$ cat config.mk
export PLATFORM = sky130hd
export DESIGN_NAME = serial_addsub
export DESIGN_NICKNAME = d
export VERILOG_FILES = /design/src/rtl/serial_addsub_pkg.sv /design/src/rtl/serial_addsub_twos_to_signmag.sv /design/src/rtl/serial_addsub.sv
export SDC_FILE = /design/constraint.sdc
export NUM_CORES = 1
export LEC_CHECK = 0
export ABC_AREA = 1
export ABC_CLOCK_PERIOD_IN_PS = 1800
export CORE_AREA = 2 2 55 82
export DETAILED_ROUTE_END_ITERATION = 10
export DIE_AREA = 0 0 57 84
export SLEW_MARGIN = 20
export SYNTH_ARGS = -nofsm -noshare
export SYNTH_HDL_FRONTEND = slang
export SYNTH_HIERARCHICAL = 1
export SYNTH_SLANG_ARGS = --single-unit
export TNS_END_PERCENT = 5
$ cat constraint.sdc
create_clock -name CLK -period 1.8 [get_ports CLK]
set_input_delay 0.54 -clock CLK [delete_from_list [all_inputs] [get_ports CLK]]
set_output_delay 0.54 -clock CLK [all_outputs]
set_load 0.01 [all_outputs]
$ cat src/rtl/serial_addsub_pkg.sv
// ----------------------------------------------------------------------------
// serial_addsub_pkg
//   Shared definitions for the bit-serial two's-complement adder/subtractor:
//   the controller state encoding, the default operand width, the counter
//   width helper and the full-adder carry (majority) function.
// ----------------------------------------------------------------------------
package serial_addsub_pkg;

    // Controller states. Outputs are Moore (registered).
    typedef enum logic [1:0] {
        IDLE   = 2'd0,
        SHIFT  = 2'd1,
        FINISH = 2'd2
    } state_t;

    // Default operand/result width (slide-switch nibbles).
    localparam int DEFAULT_WIDTH = 4;

    // The bit counter must hold 0 .. WIDTH-1 with one bit of headroom.
    function automatic int cnt_width(input int w);
        return $clog2(w) + 1;
    endfunction

    localparam int DEFAULT_CNT_W = cnt_width(DEFAULT_WIDTH);

    // Carry-out of a full adder: majority of the three inputs.
    function automatic logic majority(input logic a, input logic b, input logic c);
        return (a & b) | (a & c) | (b & c);
    endfunction

endpackage

$ cat src/rtl/serial_addsub_twos_to_signmag.sv
// ----------------------------------------------------------------------------
// twos_to_signmag
//   Combinational conversion of a two's-complement word into sign plus
//   unsigned magnitude, for the sign and number digits of the hex display.
//
//   Ports:
//     SUM_NEXT  in   WIDTH  two's-complement value to convert
//     NEG       out  1      sign bit (SUM_NEXT MSB)
//     MAG       out  WIDTH  |SUM_NEXT| as unsigned
//
//   The most-negative value has no positive counterpart in WIDTH signed bits,
//   but as an unsigned WIDTH-bit number ~x+1 yields exactly 2^(WIDTH-1),
//   which is the correct magnitude.
// ----------------------------------------------------------------------------
module twos_to_signmag #(
    parameter int WIDTH = 4
) (
    input  logic [WIDTH-1:0] SUM_NEXT,
    output logic             NEG,
    output logic [WIDTH-1:0] MAG
);

    assign NEG = SUM_NEXT[WIDTH-1];
    assign MAG = NEG ? (~SUM_NEXT + WIDTH'(1)) : SUM_NEXT;

endmodule

$ cat src/rtl/serial_addsub.sv
// ----------------------------------------------------------------------------
// serial_addsub
//   Bit-serial two's-complement adder/subtractor. Operands are captured on a
//   START pulse in IDLE, added LSB-first one bit per clock through a single
//   full adder and carry flop, and the result is published (SUM, OVF, NEG,
//   MAG) on the edge that enters FINISH, where DONE is high for one cycle.
//   Subtraction is X + ~Y + 1: Y is inverted at capture and the carry flop is
//   preloaded with 1.
//
//   Ports:
//     CLK    in   1      system clock, rising edge
//     RST_N  in   1      asynchronous active-low reset
//     START  in   1      start request, sampled only in IDLE
//     SUB    in   1      0: X+Y, 1: X-Y (captured with the operands)
//     X      in   WIDTH  operand A, two's complement
//     Y      in   WIDTH  operand B, two's complement
//     BUSY   out  1      high while bits are being processed
//     DONE   out  1      one-cycle pulse, results valid from this cycle
//     SUM    out  WIDTH  result modulo 2^WIDTH
//     OVF    out  1      signed overflow of the last operation
//     NEG    out  1      sign of SUM
//     MAG    out  WIDTH  |SUM| as unsigned
// ----------------------------------------------------------------------------
module serial_addsub
    import serial_addsub_pkg::*;
#(
    parameter int WIDTH = DEFAULT_WIDTH
) (
    input  logic             CLK,
    input  logic             RST_N,
    input  logic             START,
    input  logic             SUB,
    input  logic [WIDTH-1:0] X,
    input  logic [WIDTH-1:0] Y,
    output logic             BUSY,
    output logic             DONE,
    output logic [WIDTH-1:0] SUM,
    output logic             OVF,
    output logic             NEG,
    output logic [WIDTH-1:0] MAG
);

    localparam int               CNT_W    = cnt_width(WIDTH);
    localparam logic [CNT_W-1:0] LAST_CNT = CNT_W'(WIDTH - 1);

    // Controller and datapath state
    state_t           state_q;
    logic [WIDTH-1:0] a_sr_q;
    logic [WIDTH-1:0] b_sr_q;
    logic [WIDTH-1:0] r_sr_q;
    logic             carry_q;
    logic [CNT_W-1:0] cnt_q;

    // Registered outputs
    logic             busy_q;
    logic             done_q;
    logic [WIDTH-1:0] sum_q;
    logic             ovf_q;
    logic             neg_q;
    logic [WIDTH-1:0] mag_q;

    // One full-adder slice per clock
    logic             sum_bit_d;
    logic             carry_d;
    logic [WIDTH-1:0] r_sr_d;
    logic             neg_d;
    logic [WIDTH-1:0] mag_d;

    always_comb begin
        sum_bit_d = a_sr_q[0] ^ b_sr_q[0] ^ carry_q;
        carry_d   = majority(a_sr_q[0], b_sr_q[0], carry_q);
        // Result bits enter at the MSB so that after WIDTH shifts the first
        // (LSB) result bit has reached position 0.
        r_sr_d    = {sum_bit_d, r_sr_q[WIDTH-1:1]};
    end

    // Sign/magnitude of the result as it will be after the final shift, so
    // that NEG/MAG are registered on the same edge as SUM.
    twos_to_signmag #(
        .WIDTH (WIDTH)
    ) u_signmag (
        .SUM_NEXT (r_sr_d),
        .NEG      (neg_d),
        .MAG      (mag_d)
    );

    always_ff @(posedge CLK or negedge RST_N) begin
        if (!RST_N) begin
            state_q <= IDLE;
            a_sr_q  <= '0;
            b_sr_q  <= '0;
            r_sr_q  <= '0;
            carry_q <= 1'b0;
            cnt_q   <= '0;
            busy_q  <= 1'b0;
            done_q  <= 1'b0;
            sum_q   <= '0;
            ovf_q   <= 1'b0;
            neg_q   <= 1'b0;
            mag_q   <= '0;
        end else begin
            case (state_q)
                IDLE: begin
                    done_q <= 1'b0;
                    if (START) begin
                        a_sr_q  <= X;
                        b_sr_q  <= SUB ? ~Y : Y;
                        // Carry-in of 1 completes the ~Y+1 negation.
                        carry_q <= SUB;
                        r_sr_q  <= '0;
                        cnt_q   <= '0;
                        busy_q  <= 1'b1;
                        state_q <= SHIFT;
                    end
                end

                SHIFT: begin
                    carry_q <= carry_d;
                    r_sr_q  <= r_sr_d;
                    a_sr_q  <= a_sr_q >> 1;
                    b_sr_q  <= b_sr_q >> 1;
                    cnt_q   <= cnt_q + CNT_W'(1);
                    if (cnt_q == LAST_CNT) begin
                        // MSB slice: overflow is carry-into-MSB xor carry-out.
                        sum_q   <= r_sr_d;
                        ovf_q   <= carry_q ^ carry_d;
                        neg_q   <= neg_d;
                        mag_q   <= mag_d;
                        busy_q  <= 1'b0;
                        done_q  <= 1'b1;
                        state_q <= FINISH;
                    end
                end

                FINISH: begin
                    done_q  <= 1'b0;
                    state_q <= IDLE;
                end

                default: begin
                    busy_q  <= 1'b0;
                    done_q  <= 1'b0;
                    state_q <= IDLE;
                end
            endcase
        end
    end

    assign BUSY = busy_q;
    assign DONE = done_q;
    assign SUM  = sum_q;
    assign OVF  = ovf_q;
    assign NEG  = neg_q;
    assign MAG  = mag_q;

endmodule

-- Word-level counts from Yosys, hierarchy flattened
Cells that the tools add are included.
- bits in registers: 30
- input port bits: 12
- output and inout bits: 12
- add/subtract/negate cells: 2
- equal/unequal tests: 5
- mux-type cells: 20
- bitwise gates (word level): 11
- reductions and logical operators: 6
- operators by type and width (cell ; number):
    $pmux W4 S2 ; 3
    $mux W4 ; 5
    $not A4 Y4 ; 2
    $pmux W3 S2 ; 1
    $reduce_and A2 Y1 ; 3
    $mux W1 ; 5
    $add A4 B1 Y4 const B ; 1
    $mux W2 ; 2
    $ne A2 B2 Y1 const B ; 2
    $pmux W2 S2 ; 1
    $add A3 B1 Y3 const B ; 1
    $and A1 B1 Y1 ; 3
    $eq A3 B2 Y1 const B ; 1
    $mux W3 ; 1
    $pmux W1 S3 ; 1
    $reduce_and A3 Y1 ; 1
    $xor A1 B1 Y1 ; 3
    $eq A2 B1 Y1 const B ; 1
    $eq A2 B2 Y1 const B ; 1
    $logic_not A2 Y1 ; 1
    $or A1 B1 Y1 ; 2
    $pmux W1 S2 ; 1
    $reduce_bool A2 Y1 ; 1
    $not A1 Y1 ; 1

-- Depth between registers and ports, before layout
Gate-level depths: netlist of run 1.
- depth after elaboration: 5
- depth in mapped cells: 9

-- Cells and area by module
Netlist of run 1, hierarchy kept.
- by module, submodules not included (module ; instances ; cells each ; area each (µm²) ; seq. area each (µm²)):
    serial_addsub ; 1 ; 151 ; 1286.2 ; 725.7
    twos_to_signmag ; 1 ; 16 ; 85.1 ; 0.0

-- Worst setup path after synthesis of run 1
No wires, ideal clock.
- path kind: flip-flop to flip-flop
- from: register a_sr_q[0]
- to: register mag_q[2] (netlist: MAG[2])
- setup time: 0.116 ns
- data arrival time: 1.276 ns
- data required time: 1.684 ns
- path slack: 0.408 ns
- stages on the path, launching flop included: 7
- path buffers: 0
- period minus slack after synthesis: 1.392 ns
- cell sequence: dfrtp_1 > fa_1 > nand3_1 > nand2_1 > inv_1 > nand2_1 > nand2_1
- longest elaborated chain between the ends: 3
- RTL lines (item ; RTL line ; text):
    start, declared ; serial_addsub.sv:48 ; logic [WIDTH-1:0] a_sr_q;
    start signal, assigned ; serial_addsub.sv:120 ; a_sr_q <= a_sr_q >> 1;
    $xor A1 B1 Y1 (2 in series) ; serial_addsub.sv:70 ; sum_bit_d = a_sr_q[0] ^ b_sr_q[0] ^ carry_q;
    via sum_bit_d ; serial_addsub.sv:63 ; logic sum_bit_d;
    $mux W4 ; serial_addsub_twos_to_signmag.sv:24 ; assign MAG = NEG ? (~SUM_NEXT + WIDTH'(1)) : SUM_NEXT;
    via mag_d[2] ; serial_addsub.sv:67 ; logic [WIDTH-1:0] mag_d;
    end signal, assigned ; serial_addsub.sv:128 ; mag_q <= mag_d;
    end, declared ; serial_addsub.sv:60 ; logic [WIDTH-1:0] mag_q;
The timed path passes the listed nets, and every way through them passes these cells.
A chain may end at the register's enable or synchronous reset.

-- Final worst setup path of run 1
- from: register sum_q[2] (netlist: SUM[2])
- to: output port SUM[2]
- RTL lines (item ; RTL line ; text):
    start, declared ; serial_addsub.sv:57 ; logic [WIDTH-1:0] sum_q;
    start signal, assigned ; serial_addsub.sv:125 ; sum_q <= r_sr_d;
    end, declared ; serial_addsub.sv:37 ; output logic [WIDTH-1:0] SUM,
No word-level cell between the ends.

==> results.md, run 1 <==
- Cell Chain, Critical Path: clkdlybuf4s50_1
- Antenna violations before repair: 0
- Largest net degree at the start of global routing: 30
- Post-synthesis sequential area ratio: between 50% and 60%
- Fill count: 448
- Worst r2r src: a_sr_q[0]
- Critical path's top delay family: buffers and inverters
- DP HPWL: approximately 1900 um
- Setup crit end kind: primary output
- P&R area growth vs syn: 27.92%
- Clock Sinks: 29
- RSZ-0062 raised after global routing: false
- Final design utilization: 42.41%
- Period utilization: 94.95%
- Final Critical Period: 1.709 ns
- CTS Hold Bufs: 0
- Final wirelength: 2722 um
- Starting utilization of the core area: 33.15%
- # Max-Cap Violations: 0
- Vias in the first global route: 1113
- Clock Skew: 0.004283 ns
- Total gr overflow: 0
- Final worst slack: 0.09084 ns
- Synthesized area: 1371 um^2
- Final Max Slew Viols: 0
- Inst Count DP: 235
- WP data required: 1.26 ns
- Share of cells above drive strength 1: 7.614%
- Drt wl/cell: 11.20 um
- CTS clk-pin slew, worst paths: 0.06 ns
- Rel. slew slack: approximately three quarters
- CP max stage cell: clkdlybuf4s50_1
- CTS tree: done
- First-pass GRT wire length: a little over 5000 um
- Top cell type's share of synthesized area: 52.92%
- P per Cell Area: approximately 1600 nW/um^2
- Port Buffers: 23
- Fmax: 585.1 MHz
- Overall Global Routing Usage: 13.65%
- Via-to-Cell Ratio: 4.716
- Post-Syn Nets: 183
- Synth Register Bits: 29
- Post-DRT Antenna Nets: 0
- Final instance count without filler cells: 243
- Crit path kind: register to primary output
- Top Ports: 24
- Outcome: finished clean
- GP Congestion: 0.7648
- Worst hold start: SUM[1]
- Worst Tran Pin Value: around 0.37 ns
- Setup violators final: 0
- Chip height: 84 um
- Setup tns final: 0 ns
- Clock root buffer: clkbuf_8
- Row count: 29
- # diodes: 0
- Mapped Avg Cell Area: ~8.2 um^2
- Pre-CTS WS: 0.1310 ns
- Top cells by area, synth: dfrtp_1 (53%), nand2_1 (18%), nand3_1 (9.9%)
- Netlist cell types: 16
- Synthesis Warnings: 6
- # H-tree levels: 2
- Overall Power: between 2 and 3 mW
- Die extent in x: ~57 um
- TritonCTS Buffers: 5
- Leak: around 0.90 nW
- Nets: 212
- Clock buffer depth: 2
- Clk_lat worst skew: 0.28 ns
- CP startpoint kind: register
- Largest stage delay, worst path: ~0.54 ns
- Final hold vios: 0
- Vias: roughly 1100
- CP max FO: 2
- Post-CTS Setup Bufs: 0
- Gate Count Post-Synth: 167
- Die Area: between 4000 and 5000 um^2
- Iteration count of the initial detailed-routing pass: 4
- Core footprint: 4136 um^2
- DRT iter0 DRCs: 23
- Cts repair resizes: 0
- Buf/Inv on CP: 1
- CP startpoint: SUM[2]
- Tightest Hold Check Type: register to register
- Drt drc: 0
- Worst IR Drop VDD: 0.0008729 V
- Worst Path Arrival: 1.17 ns
- Largest area contributor in the netlist: dfrtp_1
==> sequential cells by signal, indices dropped and copies added (netlist names) <==
name,count
b_sr_q,4
r_sr_q,3
DONE,1
OVF,1
state_q,2
MAG,4
carry_q,1
NEG,1
cnt_q,3
SUM,4
a_sr_q,4
BUSY,1
==> where the power goes <==
part | switching [mW] | total (mW) | internal, mW | leakage (nW)
clock | 0.238 | 0.512 | 0.274 | 0.0395
sequential | 0.182 | 1.10 | 0.914 | 0.374
combinational | 0.641 | 1.19 | 0.548 | 0.490
total | 1.06 | 2.80 | 1.74 | 0.904
==> cells in the mapped netlist <==
master    n
nand3_1  27
nor3_2    1
buf_4     3
xor2_1    2
o21ai_0   6
ha_1      3
nor2_1    5
fa_1      1
nor2_4    1
dfrtp_1  29
inv_2     1
buf_2     4
nand2_1  67
o21ai_1   1
nand2_2   1
inv_1    15
==> cells by family after synthesis <==
group                      after synthesis  synth area share [%]
adders and majority gates                4                 4.197
DFF                                     29                 52.92
AOI/OAI and AO/OA                        7                 2.554
xor gates and xnor gates                 2                 1.278
and+or+nand+nor                        102                 31.57
buffers and inverters                   23                 7.481
==> worst paths after layout <==
kind,slack (ns),cells past startpoint,end
hold reg to reg,0.48,2,SUM[1]
hold / removal,0.48,2,SUM[1]
setup / recovery,0.09,1,SUM[2]
setup reg to reg,0.34,6,MAG[2]
min in group asynchronous,0.64,2,r_sr_q[1]
max in group asynchronous,0.89,2,cnt_q[1]
==> layout make-up <==
class                           count  area [um^2]  share of cell area, %
Multi-Input combinational cell    115        543.0                  30.96
Clock buffer                        8        80.08                  4.565
Tap cell                           46        57.56                  3.281
Timing Repair Buffer               29        287.8                  16.41
Sequential cell                    29        725.7                  41.37
Inverter                           16        60.06                  3.424
==> stage by stage <==
step	area (um^2)	hold slack (ns)
6_report	1754	0.4804
5_1_grt	1754	0.5112
4_1_cts	1754	0.4849
3_5_place_dp	1674	0.4682
3_3_place_gp	1674	0.4626
2_1_floorplan	1371	0.2444
==> layer usage <==
metal | vias to the layer above | track usage (%) | share of wire (%)
met5 | - | 0 | 0
met4 | 0 | 6.977 | 2.5
met3 | 8 | 4.341 | 4.3
met2 | 23 | 22.36 | 52
met1 | 535 | 15.61 | 42
li1 | 580 | - | -
==> layout by cell type, fill, tap and decap left out <==
cell type and n:
buf_12 1, buf_4 5, clkbuf_1 3, clkbuf_8 5
clkdlybuf4s50_1 23, dfrtp_1 29, fa_1 1, ha_1 3
inv_1 15, inv_2 1, nand2_1 67, nand2_2 1
nand3_1 27, nor2_1 5, nor2_4 1, nor3_2 1
o21ai_0 6, o21ai_1 1, xor2_1 2
(Power assumes the default switching activity.)
==> run 2, diff against run 1 <==
--- a/config.mk
+++ b/config.mk
@@ -6,11 +6,9 @@
 export NUM_CORES = 1
 export LEC_CHECK = 0
 export ABC_AREA = 1
-export ABC_CLOCK_PERIOD_IN_PS = 1800
 export CORE_AREA = 2 2 55 82
 export DETAILED_ROUTE_END_ITERATION = 10
 export DIE_AREA = 0 0 57 84
-export SLEW_MARGIN = 20
 export SYNTH_ARGS = -nofsm -noshare
 export SYNTH_HDL_FRONTEND = slang
 export SYNTH_HIERARCHICAL = 1
==> results of run 2 <==
Same layout as run 1: the final DEF is identical, and so are final timing and power.
